===== src/rtl/serial_subtractor.sv =====
// Bit-serial two's-complement subtractor, LSB first: diff = a - b.
// One full-adder cell computes a + ~b + ~borrow per cycle; the borrow is kept in a flop.
module serial_subtractor #(
    parameter int unsigned WIDTH = 8
) (
    input  logic             clk,
    input  logic             rst,
    input  logic             start,
    input  logic [WIDTH-1:0] a,
    input  logic [WIDTH-1:0] b,
    output logic             busy,
    output logic             done,
    output logic [WIDTH-1:0] diff,
    output logic             borrow
);

    localparam int unsigned CW = $clog2(WIDTH + 1);

    typedef enum logic [1:0] {
        IDLE  = 2'd0,
        SHIFT = 2'd1,
        DONE  = 2'd2
    } state_t;

    state_t           state;
    logic [WIDTH-1:0] sa;
    logic [WIDTH-1:0] sb;
    logic             bf;
    logic [CW-1:0]    count;

    // Single full-adder cell: a + ~b + carry-in, where carry-in is the inverted borrow.
    logic fa_a;
    logic fa_b;
    logic fa_ci;
    logic fa_sum;
    logic fa_co;

    assign fa_a   = sa[0];
    assign fa_b   = ~sb[0];
    assign fa_ci  = ~bf;
    assign fa_sum = fa_a ^ fa_b ^ fa_ci;
    assign fa_co  = (fa_a & fa_b) | (fa_ci & (fa_a ^ fa_b));

    always_ff @(posedge clk or posedge rst) begin
        if (rst) begin
            state  <= IDLE;
            sa     <= '0;
            sb     <= '0;
            bf     <= 1'b0;
            count  <= '0;
            busy   <= 1'b0;
            done   <= 1'b0;
            diff   <= '0;
            borrow <= 1'b0;
        end else begin
            case (state)
                IDLE, DONE: begin
                    done <= 1'b0;
                    if (start) begin
                        sa    <= a;
                        sb    <= b;
                        bf    <= 1'b0;
                        count <= '0;
                        busy  <= 1'b1;
                        state <= SHIFT;
                    end else begin
                        state <= IDLE;
                    end
                end

                SHIFT: begin
                    sa    <= sa >> 1;
                    sb    <= sb >> 1;
                    diff  <= {fa_sum, diff[WIDTH-1:1]};
                    bf    <= ~fa_co;
                    count <= count + CW'(1);
                    // Last bit: publish the final borrow and pulse done.
                    if (count == CW'(WIDTH - 1)) begin
                        state  <= DONE;
                        busy   <= 1'b0;
                        done   <= 1'b1;
                        borrow <= ~fa_co;
                    end
                end

                default: begin
                    state <= IDLE;
                    busy  <= 1'b0;
                    done  <= 1'b0;
                end
            endcase
        end
    end

endmodule


===== config.mk =====
export PLATFORM = sky130hd
export DESIGN_NAME = serial_subtractor
export DESIGN_NICKNAME = d
export VERILOG_FILES = /design/src/rtl/serial_subtractor.sv
export SDC_FILE = /design/constraint.sdc
export NUM_CORES = 1
export LEC_CHECK = 0
export ABC_AREA = 0
export CAP_MARGIN = 15
export CELL_PAD_IN_SITES_DETAIL_PLACEMENT = 0
export CELL_PAD_IN_SITES_GLOBAL_PLACEMENT = 2
export CORE_MARGIN = 5
export CORE_UTILIZATION = 41
export CTS_CLUSTER_SIZE = 30
export DETAILED_ROUTE_END_ITERATION = 10
export DONT_BUFFER_PORTS = 1
export PLACE_DENSITY_LB_ADDON = 0.15
export SYNTH_ARGS = -nofsm -noshare
export SYNTH_HDL_FRONTEND = slang
export SYNTH_SLANG_ARGS = --single-unit

===== constraint.sdc =====
create_clock -name clk -period 1.9 [get_ports clk]
set_input_delay 0.38 -clock clk [delete_from_list [all_inputs] [get_ports clk]]
set_output_delay 0.38 -clock clk [all_outputs]
set_load 0.01 [all_outputs]

# After elaboration in Yosys (flattened, before gate mapping)
# Cells that the tools add are included.
[word_totals]
in_bits = 19
out_inout_bits = 11
regBits = 34
[op_classes]
n_mux = 16
n_reduce_logical = 6
n_eq_ne = 5
n_bitwise = 8
add_sub_neg = 1
[ops]
columns = ["operator", "count"]
rows = [
  ["$pmux W8 S2", 2],
  ["$mux W8", 2],
  ["$pmux W4 S2", 1],
  ["$mux W1", 6],
  ["$reduce_and A2 Y1", 3],
  ["$add A4 B1 Y4 const B", 1],
  ["$eq A4 B3 Y1 const B", 1],
  ["$mux W4", 1],
  ["$ne A2 B2 Y1 const B", 2],
  ["$pmux W1 S2", 2],
  ["$pmux W2 S2", 1],
  ["$not A1 Y1", 3],
  ["$and A1 B1 Y1", 2],
  ["$eq A2 B1 Y1 const B", 1],
  ["$eq A2 B2 Y1 const B", 1],
  ["$logic_not A2 Y1", 1],
  ["$mux W2", 1],
  ["$reduce_bool A2 Y1", 1],
  ["$reduce_or A2 Y1", 1],
  ["$xor A1 B1 Y1", 2],
  ["$or A1 B1 Y1", 1],
]

# Logic depth before layout (Yosys ltp)
# Gate-level depths: netlist (run 1).
[depth]
word_depth = 6
depth_mapped = 5
depth_no_buf = 4

# Worst setup path after synthesis (run 1)
# Ideal clock, no wire load.
[synth_path]
path_kind = "register to register"
from = "register count[0]"
to = "register borrow"
synth_period_minus_slack_ps = 1327
setup_ps = 125
setup_slack_ps = 573
path_stages_with_launch = 5
required_time_ps = 1775
t_arrival_ps = 1202
path_cell_list = "dfrtp_1 > ha_1 > nand3b_1 > nor3b_2 > mux2_2"
[synth_via]
elab_chain_len = 2
[synth_lines]
columns = ["element", "line_no", "text"]
rows = [
  ["from (decl)", "29", "logic [CW-1:0] count;"],
  ["from (signal assigned)", "76", "count <= count + CW'(1);"],
  ["$eq A4 B3 Y1", "78", "if (count == CW'(WIDTH - 1)) begin"],
  ["$reduce_and A2 Y1 (no source line)", "--", ""],
  ["to (signal assigned)", "82", "borrow <= ~fa_co;"],
  ["to (decl)", "14", "output logic borrow"],
]
# No other way between the ends.
# A chain may end at the register's enable or synchronous reset.

# Worst setup path after layout (run 1)
[layout_path]
from = "register state[0]"
to = "register sb[1]"
[layout_via]
elab_chain_len = 4
elab_cells_between_ends = 8
[layout_lines]
columns = ["element", "line_no", "text"]
rows = [
  ["from (decl)", "25", "state_t state;"],
  ["from (signal assigned)", "46", "state <= IDLE;"],
  ["from (signal assigned)", "65", "state <= SHIFT;"],
  ["from (signal assigned)", "67", "state <= IDLE;"],
  ["$eq A2 B2 Y1 / $logic_not A2 Y1 (equally long branches)", "56", "case (state)"],
  ["$reduce_or A2 Y1", "56", ""],
  ["$ne A2 B2 Y1 (no source line) / $reduce_bool A2 Y1 (equally long branches)", "--", ""],
  ["$reduce_and A2 Y1 (no source line)", "--", ""],
  ["to (signal assigned)", "73", "sb <= sb >> 1;"],
  ["to (decl)", "27", "logic [WIDTH-1:0] sb;"],
]
# Several ways; a longest one is shown, not always the timed one.

==> results.yml, run 1 <==
synthesis:
  yosys_warnings: 0
  ys_async_sr_fraction: 1.000
  synth_flop_cell: "dfrtp_1"
  syn_inst: 103
  synthXorXnorAreaFrac: 0.006157
  synth_compound_area_frac: 0.1988
  synth_fa_ha_area_frac: 0.02287
  synth_nets: 124
  yosys.area.top_type_share: 0.5805
  ys_top_cells_by_area: "dfrtp_1 (58%), a22o_1 (11%), a21o_1 (7.4%)"
  synth_top_family_by_area: "compound AO/OA/AOI/OAI gates"
  synth_most_common_cell: "dfrtp_1"
  synth-simple-area-share: 0.06332
  ys_seq_elements: 33
  synthTopCellsByCount: "dfrtp_1 (33), a22o_1 (18), a21o_1 (14)"
  ys_seq_area_frac: 0.5805
  avgSynthCellArea_sq_um: 13.81
  synthMuxAreaShare: 0.07740
  synth_edf_count: 0
  syn_area_sq_um: 1423
  ys_types: 25
  synth_area_leader_cell: "dfrtp_1"
sta:
  finalClockSkew_ps: 12.30
  rsz0062_at_grt: "no"
  fmax_mhz: 676.6
  slew_viol_final: 0
  setup_slack_ps: 422.1
  worstMarginPinSlew_ps: 491.6
  min_period_ps: 1478
  hold_ws_ps: 16.62
  fin_crit_sh: 0.7779
  setup-violations-final: 0
  max_slew_margin: 0.6723
  tns_ps: 0
  hold_violations: 0
clocking:
  clk_pin_slew_worst_paths_ps: 110
  ctsResizeCount: 0
  cts_hold_buf: 0
  cts_inserted_buffers: 5
  htree_levels: 2
  clock-sinks: 33
  post_cts_buffers: 0
  cts.path.max_buffers: 2
  clk_latency_ps: 330
  cts_tree: "built"
  clockRootBuffer: "clkbuf_4"
detailed_routing:
  post_drt_wl_per_cell_um: 16.52
  ant_nets: 0
  drt-vias-per-instance: 5.399
  drc: 0
  drtPass1Iterations: 4
  drt-total-wl_mm: 2.527
  vias: 826
  drt_iter0_markers: 35
placement:
  portBuffers: 0
  hpwl_mm: 1.729
  gp_congestion: 0.6633
  pre_cts_slack_ps: 425.4
  dp_cells: 145
floorplan:
  core_sq_um: 3337
  start_util: 0.4263
  die_x_um: 68.91
  ios: 30
  rows: 21
  die_h_um: 68.91
  dieArea_sq_um: 4748
power:
  power_w: 0.002685
  power.leakage_nw: 0.7554
  powerDensity_nw_per_um2: 1788
  vdd.ir_drop.worst_mv: 0.5978
final_layout:
  drive_above_1_share: 0.1963
  syn2layout_area_growth_pct: 5.541
  layout.cells.non_filler: 153
  nFillCells: 332
  num-nets-final: 127
  diodes: 0
global_routing:
  grt_remaining_overflow: 0
  antenna_found_initial: 0
  grt_max_degree: 34
  grt_pass1_vias: 901
  track_usage: 0.1243
  grt_first_pass_wirelength_mm: 4.195
outcome:
  outcome: "complete, no violations"
critical_path:
  cp.arrival_ps: 1740
  crit_type: "flip-flop to flip-flop"
  crit_path_start_kind: "flip-flop"
  worstSetupEndpointType: "flip-flop"
  worstPathMaxFanout: 12
  worstPathRequired_ps: 2170
run:
  maxCapViolations: 0
min_path:
  min_path_type: "input port to asynchronous set/reset pin"
-- cells in the final DEF (no fill, tap or decap), types with 2 or more instances in the layout --
master,synthesis,layout
a21o_1,14,14
inv_1,2,2
nor2_1,3,3
mux2_2,8,8
dfrtp_1,33,33
buf_4,2,2
nand3b_1,2,2
clkbuf_4,0,5
a22o_1,18,18
mux2i_1,2,2
clkinv_2,0,2
-- metal layers --
| metal | vias to the layer above | global-route usage | share of wire |
|---|---|---|---|
| li1 | 383 | - | - |
| met1 | 409 | 0.1501 | 0.45 |
| met2 | 28 | 0.1893 | 0.45 |
| met3 | 6 | 0.06483 | 0.083 |
| met4 | 0 | 0.04380 | 0.017 |
| met5 | - | 0 | 0 |
-- cell families after synthesis --
logic type               count (synthesis)
adder cells (fa/ha/maj)                  2
flip-flops                              33
XOR/XNOR                                 1
AO/OA/AOI/OAI                           35
buffers and inverters                    9
AND/OR/NAND/NOR                         13
multiplexers                            10
-- registers in the layout (all words and copies together) (netlist names) --
register / count
state: 1
sb: 8
borrow: 1
sa: 8
count: 4
done: 1
diff: 8
bf: 1
busy: 1
-- critical path, stage by stage (launching register included) --
cell and delay, ps:
dfrtp_1 400, and2b_1 510, buf_4 270, a22o_1 150, a21o_1 80
-- where the power goes --
group	total, W	switching (W)	internal [W]	leakage (nW)
Combinational	0.00101	0.000447	0.000564	0.318
Sequential	0.00130	0.000276	0.00103	0.405
Clock	0.000369	0.000229	0.000141	0.0320
Total	0.00268	0.000952	0.00173	0.755
-- worst paths after layout --
check	startpoint	end	slack, ps	depth (start not counted)
max in group asynchronous	rst	sb[3]	1580	2
min	rst	sa[6]	20	2
min reg2reg	sb[2]	sb[2]	490	1
max reg2reg	state[0]	sb[1]	420	4
max	state[0]	sb[1]	420	4
min in group clk	b[7]	sb[7]	190	1
-- final cells by class --
cell class	instances	area, sq um	share of cell area
multi-input cells	61	524.3	0.3492
inverters	2	7.507	0.005000
clock inverters	2	10.01	0.006667
clock buffers	6	41.29	0.02750
well taps	46	57.56	0.03833
flip-flops and latches	33	825.8	0.5500
repair buffers	3	35.03	0.02333
-- metrics by stage --
stage | cell area (sq um) | utilization
after global placement | 1450 | 0.4346
final | 1501 | 0.4499
after global routing | 1501 | 0.4499
after detailed placement | 1450 | 0.4346
after CTS | 1501 | 0.4499
after floorplan | 1423 | -
No activity file was read; power rests on OpenSTA's default activity.
==> run 2: changes to the inputs <==
--- a/config.mk
+++ b/config.mk
@@ -10,7 +10,7 @@
 export CELL_PAD_IN_SITES_DETAIL_PLACEMENT = 0
 export CELL_PAD_IN_SITES_GLOBAL_PLACEMENT = 2
 export CORE_MARGIN = 5
-export CORE_UTILIZATION = 41
+export CORE_UTILIZATION = 37
 export CTS_CLUSTER_SIZE = 30
 export DETAILED_ROUTE_END_ITERATION = 10
 export DONT_BUFFER_PORTS = 1
==> constraint.sdc (replaced) <==
create_clock -name clk -period 1.35 [get_ports clk]
set_input_delay 0.27 -clock clk [delete_from_list [all_inputs] [get_ports clk]]
set_output_delay 0.27 -clock clk [all_outputs]
set_load 0.01 [all_outputs]
==> results.yml, run 2 (synthesized netlist as in run 1, its figures left out) <==
outcome:
  outcome: "complete, no violations"
clocking:
  cts_tree: "built"
  clk_pin_slew_worst_paths_ps: 70
  clock-sinks: 33
  cts.path.max_buffers: 2
  clockRootBuffer: "clkbuf_8"
  htree_levels: 2
  cts_inserted_buffers: 5
  clk_latency_ps: 290
sta:
  hold_ws_ps: 124.9
  worstMarginPinSlew_ps: 419.7
  finalClockSkew_ps: 6.026
  setup-violations-final: 0
  min_period_ps: 1333
  slew_viol_final: 0
  fin_crit_sh: 0.9874
  rsz0062_at_grt: "yes"
  max_slew_margin: 0.7202
  fmax_mhz: 750.2
  hold_violations: 0
detailed_routing:
  ant_nets: 0
  drt-vias-per-instance: 5.192
  drt-total-wl_mm: 2.940
  drc: 0
  drt_iter0_markers: 40
  post_drt_wl_per_cell_um: 17.60
  drtPass1Iterations: 4
  vias: 867
global_routing:
  antenna_found_initial: 0
  grt_first_pass_wirelength_mm: 4.823
  use_met2: 0.1969
  busiest_layer: "met2"
  track_usage: 0.1231
  use_met1: 0.1457
  gr-usage-met3: 0.05263
  grt_pass1_vias: 1013
  grt_max_degree: 34
  grt_remaining_overflow: 0
final_layout:
  nFillCells: 351
  multi_input_area_sq_um: 536.8
  post-route-util: 0.4515
  syn2layout_area_growth_pct: 17.06
  reg_top3: "diff: 8 flops, sa: 8 flops, sb: 8 flops"
  drive_above_1_share: 0.2857
  seqCellArea_sq_um: 825.8
  num-nets-final: 139
  diodes: 0
  mostFrequentLayoutCells: "dfrtp_1 (33), a22o_1 (18), a21o_1 (14), buf_4 (11), mux2_2 (7)"
  layout_commonest_cell: "dfrtp_1"
run:
  maxCapViolations: 0
min_path:
  min_path_type: "input port to flip-flop"
floorplan:
  start_util: 0.3857
  ios: 30
  core_sq_um: 3689
  dieArea_sq_um: 5185
  rows: 22
  die_x_um: 72.01
  die_h_um: 72.01
power:
  powerDensity_nw_per_um2: 2592
  power.leakage_nw: 0.8412
  vdd.ir_drop.worst_mv: 0.9043
placement:
  hpwl_mm: 1.939
  portBuffers: 0
  gp_congestion: 0.7572
critical_path:
  crit_path_start_kind: "flip-flop"
  worstPathMaxFanout: 2
  cp.arrival_ps: 1510
  worstPathRequired_ps: 1520
  worstSetupEndpointType: "flip-flop"
  regToRegSetupSlack_ps: 20
  crit_type: "flip-flop to flip-flop"
## run 2: cell count changes in the layout (fill, tap and decap cells not counted), moves of 2 or more
cell      delta
buf_4        +9
clkbuf_4     -5
clkbuf_8     +5
buf_12       +2
## run 2: worst max-delay path, stage by stage, from the launching register on
cell      delay, ps
dfrtp_1         360
ha_2            180
nand3b_1        110
nor3b_2         240
mux2_4          330
## run 2: area by class of cell
type	count	area share
inverters	2	0.004508
clock buffers	6	0.04358
repair buffers	15	0.09166
well taps	48	0.03606
clock inverters	2	0.006011
multi-input cells	61	0.3223
flip-flops and latches	33	0.4959
## run 2: what timing repair did
| item | 4_1_cts | 5_1_grt |
|---|---|---|
| setup buffers | 3 | 1 |
| hold buffers | 1 | 0 |
| gates resized for setup | 0 | 4 |
| endpoints found under the setup margin | 4 | 5 |
| endpoints found under the hold margin | 33 | 0 |
| gates cloned | 0 | 0 |
| pin swaps | 1 | 1 |
## run 2: per-stage QoR
step                cell area [sq um]  TNS, ps  cells  power (W)  setup slack (ps)
detailed placement               1518   -2.263    154   0.003490            -2.263
global route                     1665   -51.54    167   0.004651            -51.54
CTS                              1645        0    166   0.004345             11.70
finish                           1665        0    167   0.004317             17.08
floorplan                        1423        0    103   0.003082             23.29
global placement                 1518        0    154   0.003395             18.30
## run 2: report_power, final
group / switching, W / internal [W]
Sequential: 0.000386 / 0.00145
Combinational: 0.000725 / 0.00104
Clock: 0.000362 / 0.000357
Total: 0.00147 / 0.00284
## run 2: routing by layer
layer / vias up / share of wire
li1: 404 / -
met3: 5 / 0.072
met4: 0 / 0.014
met5: - / 0
met2: 26 / 0.48
met1: 432 / 0.43
## run 2: worst paths after layout
| path | from | to | cells past startpoint |
|---|---|---|---|
| worst max register to register | count[1] | borrow | 4 |
| worst min-delay path | a[7] | sa[7] | 1 |
| worst min register to register | count[3] | count[3] | 1 |
| max in group asynchronous | rst | busy | 3 |
| min in group asynchronous | rst | sb[4] | 3 |
| worst max-delay path | count[1] | borrow | 4 |
